File: src/rtl/led_pkg.sv
// Shared types and constants for the HUB75 frame loader: state encoding, pixel/line geometry,
// lane placement of the six pixels inside a RAM line, and the 3-bit gamma table.
package led_pkg;

    localparam int unsigned PIX_W           = 9;
    localparam int unsigned PIX_PER_WORD    = 6;
    localparam int unsigned DATA_W          = PIX_W * PIX_PER_WORD;
    localparam int unsigned FRAME_WORDS_DEF = 3200;

    typedef enum logic [2:0] {
        S_IDLE,
        S_LOAD,
        S_WRITE,
        S_CLEAR,
        S_DONE
    } state_e;

    // LSB position of pixel k within a line; mirrors the panel driver's unpack order.
    function automatic int unsigned lane_lsb(input logic [2:0] k);
        unique case (k)
            3'd0:    return 9;
            3'd1:    return 0;
            3'd2:    return 27;
            3'd3:    return 18;
            3'd4:    return 45;
            default: return 36;
        endcase
    endfunction

    function automatic logic [2:0] gamma3(input logic [2:0] v);
        unique case (v)
            3'd0:    return 3'd0;
            3'd1:    return 3'd0;
            3'd2:    return 3'd1;
            3'd3:    return 3'd1;
            3'd4:    return 3'd2;
            3'd5:    return 3'd3;
            3'd6:    return 3'd5;
            default: return 3'd7;
        endcase
    endfunction

endpackage

File: src/rtl/led_gamma3.sv
// Combinational 3-bit to 3-bit gamma lookup for one colour channel.
module led_gamma3
    import led_pkg::*;
(
    input  logic [2:0] i_val,
    output logic [2:0] o_val
);

    assign o_val = gamma3(i_val);

endmodule

File: src/rtl/led_frame_loader.sv
// Packs a valid/ready RGB333 pixel stream into 54-bit frame RAM lines, with clear-frame command.
// Optional gamma remap of each channel when LED_FRAME_LOADER_GAMMA_EN is defined.
module led_frame_loader
    import led_pkg::*;
#(
    parameter int unsigned FRAME_WORDS = FRAME_WORDS_DEF,
    parameter int unsigned ADDR_W      = 12
) (
    input  logic              i_clk,
    input  logic              i_rst_n,
    input  logic              i_start,
    input  logic              i_clear,
    input  logic              i_sof,
    input  logic              i_pix_valid,
    input  logic [PIX_W-1:0]  i_pix_data,
    output logic              o_pix_ready,
    output logic              o_wr,
    output logic [ADDR_W-1:0] o_addr_write,
    output logic [DATA_W-1:0] o_data_line,
    output logic              o_busy,
    output logic              o_frame_done
);

    localparam logic [ADDR_W-1:0] LastAddr = ADDR_W'(FRAME_WORDS - 1);
    localparam logic [2:0]        LastPix  = 3'(PIX_PER_WORD - 1);

    state_e              state_q, state_d;
    logic [ADDR_W-1:0]   addr_q, addr_d;
    logic [2:0]          cnt_q, cnt_d;
    logic [DATA_W-1:0]   pack_q, pack_d;
    logic                wr_q, wr_d;
    logic [ADDR_W-1:0]   waddr_q, waddr_d;
    logic [DATA_W-1:0]   wdata_q, wdata_d;
    logic [PIX_W-1:0]    pix_g;
    logic                pix_accept;

`ifdef LED_FRAME_LOADER_GAMMA_EN
    led_gamma3 u_gamma_r (.i_val(i_pix_data[8:6]), .o_val(pix_g[8:6]));
    led_gamma3 u_gamma_g (.i_val(i_pix_data[5:3]), .o_val(pix_g[5:3]));
    led_gamma3 u_gamma_b (.i_val(i_pix_data[2:0]), .o_val(pix_g[2:0]));
`else
    assign pix_g = i_pix_data;
`endif

    assign pix_accept = (state_q == S_LOAD) && i_pix_valid;

    always_comb begin
        state_d = state_q;
        addr_d  = addr_q;
        cnt_d   = cnt_q;
        pack_d  = pack_q;
        wr_d    = 1'b0;
        waddr_d = waddr_q;
        wdata_d = wdata_q;
        unique case (state_q)
            S_IDLE: begin
                if (i_clear) begin
                    state_d = S_CLEAR;
                    addr_d  = '0;
                    wr_d    = 1'b1;
                    waddr_d = '0;
                    wdata_d = '0;
                end else if (i_start) begin
                    state_d = S_LOAD;
                    addr_d  = '0;
                    cnt_d   = '0;
                end
            end
            S_LOAD: begin
                if (pix_accept) begin
                    if (i_sof) begin
                        // Resync: drop the partial line and restart at line 0, pixel 0.
                        addr_d                       = '0;
                        pack_d[lane_lsb(3'd0)+:PIX_W] = pix_g;
                        cnt_d                        = 3'd1;
                    end else begin
                        pack_d[lane_lsb(cnt_q)+:PIX_W] = pix_g;
                        if (cnt_q == LastPix) begin
                            state_d = S_WRITE;
                            wr_d    = 1'b1;
                            waddr_d = addr_q;
                            wdata_d = pack_d;
                        end else begin
                            cnt_d = cnt_q + 3'd1;
                        end
                    end
                end
            end
            S_WRITE: begin
                if (addr_q == LastAddr) begin
                    state_d = S_DONE;
                end else begin
                    state_d = S_LOAD;
                    addr_d  = addr_q + 1'b1;
                    cnt_d   = '0;
                end
            end
            S_CLEAR: begin
                if (addr_q == LastAddr) begin
                    state_d = S_DONE;
                end else begin
                    addr_d  = addr_q + 1'b1;
                    wr_d    = 1'b1;
                    waddr_d = addr_q + 1'b1;
                end
            end
            S_DONE:  state_d = S_IDLE;
            default: state_d = S_IDLE;
        endcase
    end

    always_ff @(posedge i_clk or negedge i_rst_n) begin
        if (!i_rst_n) begin
            state_q <= S_IDLE;
            addr_q  <= '0;
            cnt_q   <= '0;
            pack_q  <= '0;
            wr_q    <= 1'b0;
            waddr_q <= '0;
            wdata_q <= '0;
        end else begin
            state_q <= state_d;
            addr_q  <= addr_d;
            cnt_q   <= cnt_d;
            pack_q  <= pack_d;
            wr_q    <= wr_d;
            waddr_q <= waddr_d;
            wdata_q <= wdata_d;
        end
    end

    assign o_pix_ready  = (state_q == S_LOAD);
    assign o_wr         = wr_q;
    assign o_addr_write = waddr_q;
    assign o_data_line  = wdata_q;
    assign o_busy       = (state_q != S_IDLE);
    assign o_frame_done = (state_q == S_DONE);

endmodule

File: config.mk
export PLATFORM = sky130hd
export DESIGN_NAME = led_frame_loader
export DESIGN_NICKNAME = d
export VERILOG_FILES = /design/src/rtl/led_pkg.sv /design/src/rtl/led_gamma3.sv /design/src/rtl/led_frame_loader.sv
export SDC_FILE = /design/constraint.sdc
export NUM_CORES = 1
export LEC_CHECK = 0
export ABC_AREA = 0
export CORE_MARGIN = 2
export CORE_UTILIZATION = 50
export CTS_CLUSTER_SIZE = 20
export DETAILED_ROUTE_END_ITERATION = 10
export PLACE_DENSITY_LB_ADDON = 0.12
export REMOVE_ABC_BUFFERS = 1
export SETUP_SLACK_MARGIN = 0.4
export SKIP_CTS_REPAIR_TIMING = 1
export SKIP_LAST_GASP = 1
export SYNTH_ARGS = -nofsm -noshare
export SYNTH_HDL_FRONTEND = slang
export SYNTH_SLANG_ARGS = --single-unit
File: constraint.sdc
create_clock -name i_clk -period 8.9 [get_ports i_clk]
set_clock_uncertainty 0.1 [all_clocks]
set_input_delay 1.335 -clock i_clk [delete_from_list [all_inputs] [get_ports i_clk]]
set_output_delay 1.335 -clock i_clk [all_outputs]
set_load 0.01 [all_outputs]
Word level (Yosys, flattened, before mapping)
Cells that the tools add are included.

Add/subtract/negate cells: 3. Eq/ne operators: 23. Shift operators: 2. Muxes and demuxes: 43. Bitwise operators: 1. Reduce and logical (&&, ||, !) cells: 16.

Operator list (number): 2-to-1 mux 54 bit (4); 2-to-1 mux 12 bit (9); case mux 54 bit (2 select lines) (1); 2-to-1 mux 32 bit (3); case mux 12 bit (3 select lines) (2); bitwise mux 54 bit (1); variable shift 9 x 34 -> 54 bit (first input constant) (1); variable part select 9 x 34 -> 54 bit (1); 2-to-1 mux 3 bit (13); negator 32 -> 34 bit (1); case mux 6 bit (5 select lines) (1); inequality test 2 bit (second input constant) (9); AND reduction 5 bit (3); adder 12 x 1 -> 12 bit (second input constant) (1); == test 12 bit (second input constant) (1); == test 3 x 2 -> 1 bit (second input constant) (4); case mux 3 bit (4 select lines) (1); AND reduction 6 bit (2); nonzero test 3 bit (4); == test 3 bit (second input constant) (3); 2-to-1 mux 9 bit (1); case mux 3 bit (3 select lines) (1); == test 3 x 1 -> 1 bit (second input constant) (2); logical NOT 3 bit (2); other kinds (11) (17).

Flip-flop bits (word level): 139. Output and inout port bits: 70.

Longest topological paths before layout
Word-level depth: 12. Depth in mapped cells: 16.

Worst setup path before layout
OpenSTA, ideal clock, no wires.

Path type: register to register. Start: register cnt_q[1]. End: register wdata_q[39], in the netlist o_data_line[39]. Setup time: 0.132 ns. Arrival: 3.592 ns. Path slack: 5.076 ns. Cell stages (with the launch flop): 15. Period minus slack after synthesis: 3.824 ns. Cells stage by stage: dfrtp_1 -> clkbuf_1 -> inv_1 -> ha_1 -> buf_2 -> o21bai_1 -> o21ai_0 -> ha_1 -> buf_1 -> inv_1 -> a21oi_1 -> o21ai_1 -> o32a_1 -> a221oi_1 -> o21ai_1.

Cells in the longest elaborated chain, start to end: 12. Elaborated cells on any way between the ends: 20. Classes of those cells: add/sub (1); eq/ne (6); shift (2); mux (9); reduce/logical (2).

Ends and longest elaborated chain: start, declared (RTL line led_frame_loader.sv:29) `logic [2:0] cnt_q, cnt_d;`; start signal, assigned (RTL line led_frame_loader.sv:124) `cnt_q <= cnt_d;`; == test 3 bit (tied with other cells) (RTL line led_pkg.sv:20) `unique case (k)`; case mux 6 bit (5 select lines) (RTL line led_pkg.sv:20); 2-to-1 mux 32 bit (RTL line led_frame_loader.sv:71) `if (i_sof) begin`; 2-to-1 mux 32 bit (RTL line led_frame_loader.sv:70) `if (pix_accept) begin`; 2-to-1 mux 32 bit (RTL line led_frame_loader.sv:55) `unique case (state_q)`; negator 32 -> 34 bit (RTL line led_frame_loader.sv:77) `pack_d[lane_lsb(cnt_q)+:PIX_W] = pix_g;`; variable part select 9 x 34 -> 54 bit or variable shift 9 x 34 -> 54 bit (tied branches) (RTL line led_frame_loader.sv:77); bitwise mux 54 bit (RTL line led_frame_loader.sv:77); 2-to-1 mux 54 bit (RTL line led_frame_loader.sv:78) `if (cnt_q == LastPix) begin`; 2-to-1 mux 54 bit (RTL line led_frame_loader.sv:71); 2-to-1 mux 54 bit (RTL line led_frame_loader.sv:70); case mux 54 bit (2 select lines) (RTL line led_frame_loader.sv:55); end signal, assigned (RTL line led_frame_loader.sv:128) `wdata_q <= wdata_d;`; end, declared (RTL line led_frame_loader.sv:33) `logic [DATA_W-1:0] wdata_q, wdata_d;`.

Parallel ways exist; a longest one is shown, timed or not. The select of a mux whose other input is x is not followed. A chain may end at the register's enable or synchronous reset.

Worst setup path after layout
Start: register cnt_q[0]. End: register pack_q[38].

Cells in the longest elaborated chain, start to end: 8. Elaborated cells on any way between the ends: 13. Classes of those cells: add/sub (1); eq/ne (4); shift (2); mux (5); reduce/logical (1).

Ends and longest elaborated chain: == test 3 bit (tied with other cells) (RTL line led_pkg.sv:20); case mux 6 bit (5 select lines) * (RTL line led_pkg.sv:20); 2-to-1 mux 32 bit * (RTL line led_frame_loader.sv:71); 2-to-1 mux 32 bit * (RTL line led_frame_loader.sv:70); 2-to-1 mux 32 bit * (RTL line led_frame_loader.sv:55); negator 32 -> 34 bit * (RTL line led_frame_loader.sv:77); variable part select 9 x 34 -> 54 bit or variable shift 9 x 34 -> 54 bit (tied branches) (RTL line led_frame_loader.sv:77); bitwise mux 54 bit * (RTL line led_frame_loader.sv:77); end signal, assigned (RTL line led_frame_loader.sv:125) `pack_q <= pack_d;`; end, declared (RTL line led_frame_loader.sv:30) `logic [DATA_W-1:0] pack_q, pack_d;`.

Mark *: on every way between the ends. The rest lies on a longest branch, timed or not. The select of a mux whose other input is x is not followed.

==> metrics.txt <==
status=finished, final reports clean; Worst EP arrival=5.29 ns; Die Area=roughly 18000 um^2; CP required=approximately 9.1 ns; global-route wire length before repair=44700 um; dpl hpwl=20200 um; CTS Buf Count=17; Seq cells post-synth=between 100 and 150; Row Count=47; routed len/inst=between 20 and 25 um; Finished Cell Area=about 10000 um^2; Routed WL=28710 um; top cells by count, synth=139 x dfrtp_1, 117 x nand2_1, 90 x o21ai_0; drt via density=approximately 6.6; Horiz. Die Dim=between 100 and 150 um; die height=133.2 um; final setup fails=0; Hold Violations, Final=0; gr usage total=approximately a third; vias in the first global route=around 7700; CP max stage cell=a21oi_2; Reg clk slew, reported paths=roughly 0.060 ns; Core Region=16470 um^2; worst IR drop on VDD=around 0.00025 V; maximum clock path buffer count=2; Detail Route Antenna Nets=0; fraction of registers with async set/reset=100.0%; Slew Limit Fails=0; HP Class=reg2reg; Synth area leaders=dfrtp_1 42%, o21ai_0 5.4%, nand2_1 5.3%; layout cells sized above 1=~8.4%; Tmin final=between 5 and 6 ns; I/O pin cnt=85; CTS tree=yes; leak pwr=3.967 nW; Final period util=between 50% and 60%; largest fanout on the critical path=13; gpl congestion=about 1.1; Critical Path Max Stage Delay=0.66 ns; First-pass DRT Iterations=6; Cells after Synth=roughly 940; PortBufs=84; Cell Pwr Density=around 410 nW/um^2; global route total overflow=0; Yosys top cell area share=approximately two fifths; number of remaining DRC errors=0; Fmax achieved=around 200 MHz; Post-synth EDFFs=0; Setup crit end kind=register; crit path kind=reg2reg; CP cell instances=inv_1, ha_1, nor2b_1, buf_4, nor2_1, inv_1, nor3_1, ha_1, o21ai_2, a21oi_2, a32oi_1, nor2_1, mux2_2; ys flop type=dfrtp_1; CTS HTree Levels=4; Slew headroom=about a third; DR vias=roughly 8100; setup TNS=0 ns; antenna cells=0; Worst-Margin Slew=1.017 ns; nets=between 1000 and 1500; initial core utilization=around half; 1st-iter DRT viols=around 900; Synth cell types=83; Layout Area Growth over Synthesis=18.90%; Clk Latency, worst-skew pair=between 0.4 and 0.5 ns; final core area utilization=60.24%; pin count of the biggest net entering global routing=84; Synth Area per Inst=a little under 9 um^2; max_cap viols=0; initial antenna violation count=0; most frequent cell after synthesis=dfrtp_1; YS warnings=0; Worst setup SP type=register; placed inst area=about 9300 um^2; CTS sink cnt=139; Post-Syn Area=approximately 8300 um^2; RSZ-0062 raised after global routing=no; Synth area leader=dfrtp_1; Clock Tree Root=clkbuf_16; Seq/Total Area, Yosys=approximately two fifths
==> sequential cells by signal (all words and copies together) (netlist names) <==
name,flops
state_q,3
addr_q,12
o_addr_write,12
o_data_line,54
o_wr,1
cnt_q,3
pack_q,54
==> layout make-up <==
type,count,area [um^2]
repair buffers,101,969.7
clock inverters,14,162.7
flip-flops and latches,139,3478
fillers,1453,6546
clock buffers,18,429.2
well taps,220,275.3
inverters,13,48.80
multi-input cells,718,4556
==> metal layers <==
metal	wire [um]	global-route usage (%)
met3	2796	8.181
met1	12280	45.51
met5	0	0
met2	12670	49.91
met4	968	12.59
==> cells by family (layout without fill, tap and decap cells) <==
logic type	after synthesis	count (layout)	synth area share, %
xor gates and xnor gates	11	11	1.155
muxes	31	31	3.899
DFF	139	139	41.69
AOI/OAI and AO/OA	362	362	29.86
and+or+nand+nor	301	301	17.53
adders and majority gates	13	13	1.950
buffers and inverters	79	146	3.914
==> critical path: cells and delay by family, from the launching register on <==
family / cells / cell delay (ns)
flip-flops: 1 / 0.50
buffers and inverters: 3 / 0.62
adder cells (fa/ha/maj): 2 / 0.83
multiplexers: 1 / 0.34
AO/OA/AOI/OAI: 3 / 1.34
AND/OR/NAND/NOR: 4 / 1.20
==> power by group <==
part	internal, mW	leakage (nW)	switching, mW
registers	0.746	1.88	0.0820
logic	0.654	1.80	1.83
clock network	0.420	0.287	0.302
==> path summary, 6_finish.rpt <==
kind,to,start,cells after the start,slack (ns)
worst max-delay path,pack_q[38]$_DFFE_PN0P_,cnt_q[0]$_DFFE_PN0P_,13,3.83
worst min-delay path,o_data_line[0]$_DFFE_PN0P_,o_data_line[0]$_DFFE_PN0P_,2,0.38
worst max register to register,pack_q[38]$_DFFE_PN0P_,cnt_q[0]$_DFFE_PN0P_,13,3.83
worst min register to register,o_data_line[0]$_DFFE_PN0P_,o_data_line[0]$_DFFE_PN0P_,2,0.38
max in group asynchronous,pack_q[27]$_DFFE_PN0P_,i_rst_n,2,6.59
min in group asynchronous,pack_q[34]$_DFFE_PN0P_,i_rst_n,1,0.85
==> metrics by stage <==
stage / hold slack, ns / power, mW / cells / worst slack [ns]
after global placement: 0.3613 / 3.228 / 1191 / 4.013
after detailed placement: 0.3692 / 3.218 / 1191 / 4.084
after CTS: 0.3825 / 3.952 / 1223 / 4.043
after floorplan: 0.3483 / 2.311 / 870 / 4.499
final: 0.3762 / 4.038 / 1223 / 3.831
after global routing: 0.3943 / 4.224 / 1223 / 3.610
==> placed cells by master (no fill, tap or decap), types with 7 or more instances in the layout <==
cell,netlist,final
clkdlybuf4s50_1,0,83
clkbuf_16,0,17
o41ai_1,7,7
o21ai_1,11,11
a21oi_1,41,41
o32ai_1,7,7
nand3_1,43,43
a22oi_1,21,21
a31oi_1,19,19
nand2b_1,11,11
nor2_1,57,56
inv_1,13,13
nand4_1,9,9
a32oi_1,28,28
ha_1,13,13
o21ai_0,90,90
o31ai_1,46,46
a211oi_1,8,8
o211ai_1,9,9
dfrtp_1,139,139
nand2_1,117,117
mux2_2,10,10
buf_4,0,17
nor3_1,13,13
nor2b_1,7,7
mux2i_1,19,19
xor2_1,10,10
(Power assumes the default switching activity.)
